===== config.mk =====
export PLATFORM = sky130hd
export DESIGN_NAME = cpu_sequencer
export DESIGN_NICKNAME = d
export VERILOG_FILES = /design/src/rtl/cpu_pkg.sv /design/src/rtl/seq_wait_counter.sv /design/src/rtl/cpu_sequencer.sv
export SDC_FILE = /design/constraint.sdc
export NUM_CORES = 1
export LEC_CHECK = 0
export BUFFER_PORTS_ARGS = -buffer_cell sky130_fd_sc_hd__buf_2
export CORE_AREA = 2 2 39 41
export CTS_CLUSTER_SIZE = 8
export DETAILED_ROUTE_END_ITERATION = 10
export DIE_AREA = 0 0 41 43
export PLACE_DENSITY_LB_ADDON = 0.12
export SYNTH_ARGS = -nofsm -noshare
export SYNTH_HDL_FRONTEND = slang
export SYNTH_HIERARCHICAL = 1
export SYNTH_SLANG_ARGS = --single-unit

===== constraint.sdc =====
create_clock -name clock -period 1.2 [get_ports clock]
set_input_delay 0.12 -clock clock [delete_from_list [all_inputs] [get_ports clock]]
set_output_delay 0.12 -clock clock [all_outputs]
set_load 0.05 [all_outputs]

===== src/rtl/cpu_pkg.sv =====
// Shared types for the accumulator processor control unit: opcodes, sequencer states, strobe bundle.
// The HALT state exists only when SEQ_HALT_EN is defined.
package cpu_pkg;

  localparam int unsigned WORD_W_DEF = 8;
  localparam int unsigned OP_W_DEF   = 3;
  localparam int unsigned STATE_W    = 3;

  // Opcode values are shared with the assembler's opcode header; keep them fixed.
  typedef enum logic [OP_W_DEF-1:0] {
    OP_LOAD  = 3'd0,
    OP_STORE = 3'd1,
    OP_ADD   = 3'd2,
    OP_SUB   = 3'd3,
    OP_BNE   = 3'd4,
    OP_XOR   = 3'd5,
    OP_NOP   = 3'd6,
    OP_HALT  = 3'd7
  } opcode_t;

  typedef enum logic [STATE_W-1:0] {
    S_FETCH_A = 3'd0,
    S_FETCH_D = 3'd1,
    S_DECODE  = 3'd2,
    S_EXEC_RD = 3'd3,
    S_EXEC_WR = 3'd4
`ifdef SEQ_HALT_EN
    , S_HALT  = 3'd5
`endif
  } state_t;

  typedef struct packed {
    logic acc_bus;
    logic load_acc;
    logic pc_bus;
    logic load_pc;
    logic inc_pc;
    logic load_ir;
    logic addr_bus;
    logic alu_acc;
    logic alu_add;
    logic alu_sub;
    logic alu_xor;
    logic load_mar;
    logic load_mdr;
    logic mdr_bus;
    logic cs;
    logic r_nw;
    logic instr_done;
  } ctrl_t;

  // Quiescent strobe set: nothing driven, memory left in read mode.
  localparam ctrl_t CTRL_IDLE = '{r_nw: 1'b1, default: 1'b0};

endpackage


===== src/rtl/seq_wait_counter.sv =====
// Memory wait-state counter: counts cycles within a memory state, flags the final one.
module seq_wait_counter
#(
  parameter int unsigned WAIT_STATES = 0
)
(
  input  logic clock,
  input  logic reset,
  input  logic clear,
  input  logic enable,
  output logic last
);

  localparam int unsigned CNT_W = (WAIT_STATES > 0) ? $clog2(WAIT_STATES + 1) : 1;

  logic [CNT_W-1:0] cnt_q, cnt_d;

  always_comb begin
    cnt_d = cnt_q;
    if (clear) begin
      cnt_d = '0;
    end else if (enable) begin
      cnt_d = cnt_q + CNT_W'(1);
    end
  end

  always_ff @(posedge clock or posedge reset) begin
    if (reset) begin
      cnt_q <= '0;
    end else begin
      cnt_q <= cnt_d;
    end
  end

  assign last = (cnt_q == CNT_W'(WAIT_STATES));

endmodule


===== src/rtl/cpu_sequencer.sv =====
// Control-unit FSM sequencing fetch/decode/execute and driving all sysbus strobes.
// Define SEQ_HALT_EN to make opcode 7 a HALT (exit by reset only); otherwise it is a NOP.
module cpu_sequencer
  import cpu_pkg::*;
#(
  parameter int unsigned WORD_W      = WORD_W_DEF,
  parameter int unsigned OP_W        = OP_W_DEF,
  parameter int unsigned WAIT_STATES = 0
)
(
  input  logic            clock,
  input  logic            reset,
  input  logic [OP_W-1:0] op,
  input  logic            z_flag,
  output logic            ACC_bus,
  output logic            load_ACC,
  output logic            PC_bus,
  output logic            load_PC,
  output logic            INC_PC,
  output logic            load_IR,
  output logic            Addr_bus,
  output logic            ALU_ACC,
  output logic            ALU_add,
  output logic            ALU_sub,
  output logic            ALU_xor,
  output logic            load_MAR,
  output logic            load_MDR,
  output logic            MDR_bus,
  output logic            CS,
  output logic            R_NW,
  output logic            instr_done
);

  if (OP_W > WORD_W) begin : g_bad_op_w
    $error("OP_W must not exceed WORD_W");
  end

  state_t state_q, state_d;
  ctrl_t  ctrl, ctrl_c;
  logic   mem_state;
  logic   wait_last;

  seq_wait_counter #(.WAIT_STATES(WAIT_STATES)) u_wait (
    .clock  (clock),
    .reset  (reset),
    .clear  (~mem_state | wait_last),
    .enable (ctrl.cs),
    .last   (wait_last)
  );

  // Next state and strobes from state, opcode, Z flag and wait counter.
  always_comb begin
    state_d   = state_q;
    ctrl      = CTRL_IDLE;
    mem_state = 1'b0;
    case (state_q)
      S_FETCH_A: begin
        ctrl.pc_bus   = 1'b1;
        ctrl.load_mar = 1'b1;
        ctrl.inc_pc   = 1'b1;
        ctrl.load_pc  = 1'b1;
        state_d       = S_FETCH_D;
      end
      S_FETCH_D: begin
        mem_state = 1'b1;
        ctrl.cs   = 1'b1;
        if (wait_last) begin
          ctrl.mdr_bus = 1'b1;
          ctrl.load_ir = 1'b1;
          state_d      = S_DECODE;
        end
      end
      S_DECODE: begin
        ctrl.addr_bus = 1'b1;
        ctrl.load_mar = 1'b1;
        case (op)
          OP_W'(OP_LOAD), OP_W'(OP_ADD), OP_W'(OP_SUB), OP_W'(OP_XOR): state_d = S_EXEC_RD;
          OP_W'(OP_STORE): state_d = S_EXEC_WR;
          OP_W'(OP_BNE): begin
            ctrl.load_pc    = ~z_flag;
            ctrl.instr_done = 1'b1;
            state_d         = S_FETCH_A;
          end
`ifdef SEQ_HALT_EN
          OP_W'(OP_HALT): begin
            ctrl.instr_done = 1'b1;
            state_d         = S_HALT;
          end
`endif
          default: begin
            ctrl.instr_done = 1'b1;
            state_d         = S_FETCH_A;
          end
        endcase
      end
      S_EXEC_RD: begin
        mem_state    = 1'b1;
        ctrl.cs      = 1'b1;
        ctrl.alu_add = (op == OP_W'(OP_ADD));
        ctrl.alu_sub = (op == OP_W'(OP_SUB));
        ctrl.alu_xor = (op == OP_W'(OP_XOR));
        ctrl.alu_acc = ctrl.alu_add | ctrl.alu_sub | ctrl.alu_xor;
        if (wait_last) begin
          ctrl.mdr_bus    = 1'b1;
          ctrl.load_acc   = 1'b1;
          ctrl.instr_done = 1'b1;
          state_d         = S_FETCH_A;
        end
      end
      S_EXEC_WR: begin
        mem_state     = 1'b1;
        ctrl.acc_bus  = 1'b1;
        ctrl.load_mdr = 1'b1;
        ctrl.cs       = 1'b1;
        ctrl.r_nw     = 1'b0;
        if (wait_last) begin
          ctrl.instr_done = 1'b1;
          state_d         = S_FETCH_A;
        end
      end
`ifdef SEQ_HALT_EN
      S_HALT: state_d = S_HALT;
`endif
      default: state_d = S_FETCH_A;
    endcase
  end

  always_ff @(posedge clock or posedge reset) begin
    if (reset) begin
      state_q <= S_FETCH_A;
    end else begin
      state_q <= state_d;
    end
  end

  // Reset silences the bus immediately, independent of the state register.
  assign ctrl_c = reset ? CTRL_IDLE : ctrl;

  assign ACC_bus    = ctrl_c.acc_bus;
  assign load_ACC   = ctrl_c.load_acc;
  assign PC_bus     = ctrl_c.pc_bus;
  assign load_PC    = ctrl_c.load_pc;
  assign INC_PC     = ctrl_c.inc_pc;
  assign load_IR    = ctrl_c.load_ir;
  assign Addr_bus   = ctrl_c.addr_bus;
  assign ALU_ACC    = ctrl_c.alu_acc;
  assign ALU_add    = ctrl_c.alu_add;
  assign ALU_sub    = ctrl_c.alu_sub;
  assign ALU_xor    = ctrl_c.alu_xor;
  assign load_MAR   = ctrl_c.load_mar;
  assign load_MDR   = ctrl_c.load_mdr;
  assign MDR_bus    = ctrl_c.mdr_bus;
  assign CS         = ctrl_c.cs;
  assign R_NW       = ctrl_c.r_nw;
  assign instr_done = ctrl_c.instr_done;

endmodule


==> metrics.yaml <==
slowest_delay_ns: 0.36
ys_types: 29
dr.pass1.iters: 3
grt_usage_pct: 19.98
via_per_inst: 4.974
syn_to_final_growth_pct: 130.1
dpl.cell_count: 106
path_max_fanout: 8
root_buffer: "clkbuf_4"
yosys.area.top_type_share_pct: 22.28
pre_cts_slack_ns: -0.3462
syn_nets: 65
cap_violations: 0
overflow: 0
fin_crit_sh_pct: 138.9
grt_pass1_wl_um: 2352
initial_core_util_pct: 32.46
finalSetupViolCount: 21
drive_gt1_share_pct: 74.75
violations: "negative setup slack"
critPathSlowestCell: "dfrtp_1"
holdCritPathClass: "input pin to asynchronous set/reset pin"
worst_setup_path_end_kind: "primary output"
path_clk_slew_ns: 0.04
antenna_left: 0
die_x_um: 41
yosys-mux-area-fraction_pct: 4.457
cts_tree: "done"
cp.arrival_ns: 1.55
clock_skew_ns: 0.001270
power.total_mw: 2.263
grt_pass1_vias: 591
syn-instance-count: 59
cp_data_required_time_ns: 1.08
synth_top_family_by_area: "simple AND/OR/NAND/NOR gates"
rows: 14
pin_count: 23
clock_latency_ns: 0.24
finalNonFillerCells: 115
synth_top_cell_by_area: "dfrtp_1"
cts.htree.levels: 1
grt_max_degree: 10
hold_viol: 0
critical_path.cell_chain: "buf_4 -> and2b_2 -> a21oi_1 -> o32ai_4 -> buf_6"
die-area_um2: 1763
ys_warn_count: 6
port_buffers: 22
cts_buffers: 3
max_freq_mhz: 599.9
synth_fa_ha_area_share_pct: 0
ys_ff_latch: 4
postRouteWirelength_um: 1589
clock-sinks: 4
synth_compound_area_share_pct: 13.37
cp-start-kind: "flip-flop"
synth_seq_area_share_pct: 22.28
routedWlPerCell_um: 13.82
irDropWorstVdd_v: 0.001051
via_count: 572
tightest_slew_ns: 0.3618
timing.hold.ws_ns: 0.08049
synthTopCellsByArea: "dfrtp_1, inv_1, a21oi_1"
synth-xor-area-share_pct: 3.900
die_h_um: 43
antenna_found_initial: 0
antenna_cells: 0
outcome: "finished, violations left"
finalWorstSetupSlack_ns: -0.4669
maxSlewViolCount: 0
p_per_area_nw_per_um2: 2190
first_iter_violations: 6
synth-simple-area-share_pct: 39.00
nets: 107
power.leakage_nw: 0.4663
synth_area_per_cell_um2: 7.613
clock_path_buffers: 2
syn_area_um2: 449.2
dpl.hpwl_um: 1004
gp_congestion: 0.7660
core-area_um2: 1384
fin_crit_ns: 1.667
path_class: "flip-flop to primary output"
final_util_pct: 74.68
drc_errors: 0
slew_headroom_pct: 75.70
grt_setup_unrepaired: "true"
[cells in the final DEF (no fill, tap or decap), types with 3 or more instances in the layout]
cell | netlist | routed
buf_4 | 2 | 15
buf_6 | 1 | 14
buf_8 | 0 | 8
buf_2 | 4 | 6
inv_1 | 7 | 5
a21oi_1 | 4 | 3
clkbuf_4 | 0 | 3
[stage by stage]
step	cell area, um2	TNS (ns)
after floorplan	561.8	-3.684
after global placement	759.5	-2.978
after detailed placement	759.5	-3.059
after CTS	993.5	-6.309
after global routing	1033	-7.438
final	1033	-6.310
[worst max-delay path, delay by kind of cell (launching register included)]
family                 cells  cell delay (ns)
AOI/OAI and AO/OA          2             0.32
buffers and inverters      2             0.36
DFF                        1             0.36
and+or+nand+nor            1             0.26
[cells in the mapped netlist]
cell type,instances
a21oi_1,4
a311oi_1,1
a31o_2,1
and2_1,2
and2b_1,1
and3_1,2
and4b_1,1
and4bb_2,1
buf_2,4
buf_4,2
buf_6,1
clkbuf_1,1
dfrtp_1,4
inv_1,7
mux2i_1,2
nand2_1,2
nand2b_4,1
nand3_1,1
nor2_1,4
nor2b_1,3
nor3_1,4
nor3b_1,2
nor4_1,1
o21ai_0,1
o31a_1,1
o32ai_1,1
or3b_1,1
or4b_1,1
xnor2_1,2
[path summary, 6_finish.rpt]
check,start,to,slack (ns),depth (start not counted)
worst max-delay path,state_q[2],instr_done,-0.47,5
worst min-delay path,reset,state_q[0],0.08,4
worst max register to register,state_q[0],u_wait/cnt_q,-0.19,7
worst min register to register,u_wait/cnt_q,u_wait/cnt_q,0.62,3
max in group asynchronous,reset,u_wait/cnt_q,0.59,4
min in group clock,op[1],state_q[2],0.37,4
[where the power goes]
part	total, mW	switching (mW)	internal (mW)
Sequential	0.244	0.0633	0.181
Clock	0.170	0.0575	0.112
Combinational	1.85	0.925	0.924
[cells by family (layout without fill, tap and decap cells)]
logic type | Yosys count | count (layout)
XOR/XNOR | 2 | 2
multiplexers | 2 | 2
AO/OA/AOI/OAI | 9 | 9
AND/OR/NAND/NOR | 27 | 27
buffers and inverters | 15 | 55
flip-flops | 4 | 4
[timing repair]
action                     CTS  global route
gates cloned                 0             0
pin swaps                    5             4
setup buffers                5             1
hold buffers                 1             0
hold endpoints to repair     1             0
gates resized for setup     46            14
setup endpoints to repair   19            21
[registers in the layout (all words and copies together), names as in the netlist]
register	cells
u_wait/cnt_q	1
state_q	3
[area by class of cell]
type	count	area [um2]
clock buffers	3	22.52
multi-input cells	40	407.9
fillers	98	350.3
flip-flops and latches	4	102.6
well taps	16	20.02
repair buffers	45	450.4
inverters	7	30.03
[routing by layer]
metal | up-vias | global-route usage, % | part of all wire [%]
met3 | 2 | 5.236 | 4.3
met2 | 17 | 34.69 | 57
met4 | 0 | 7.333 | 0.44
met5 | - | 0 | 0
met1 | 273 | 21.57 | 38
li1 | 280 | - | -
Note: power is estimated with default switching activity, not from simulation.
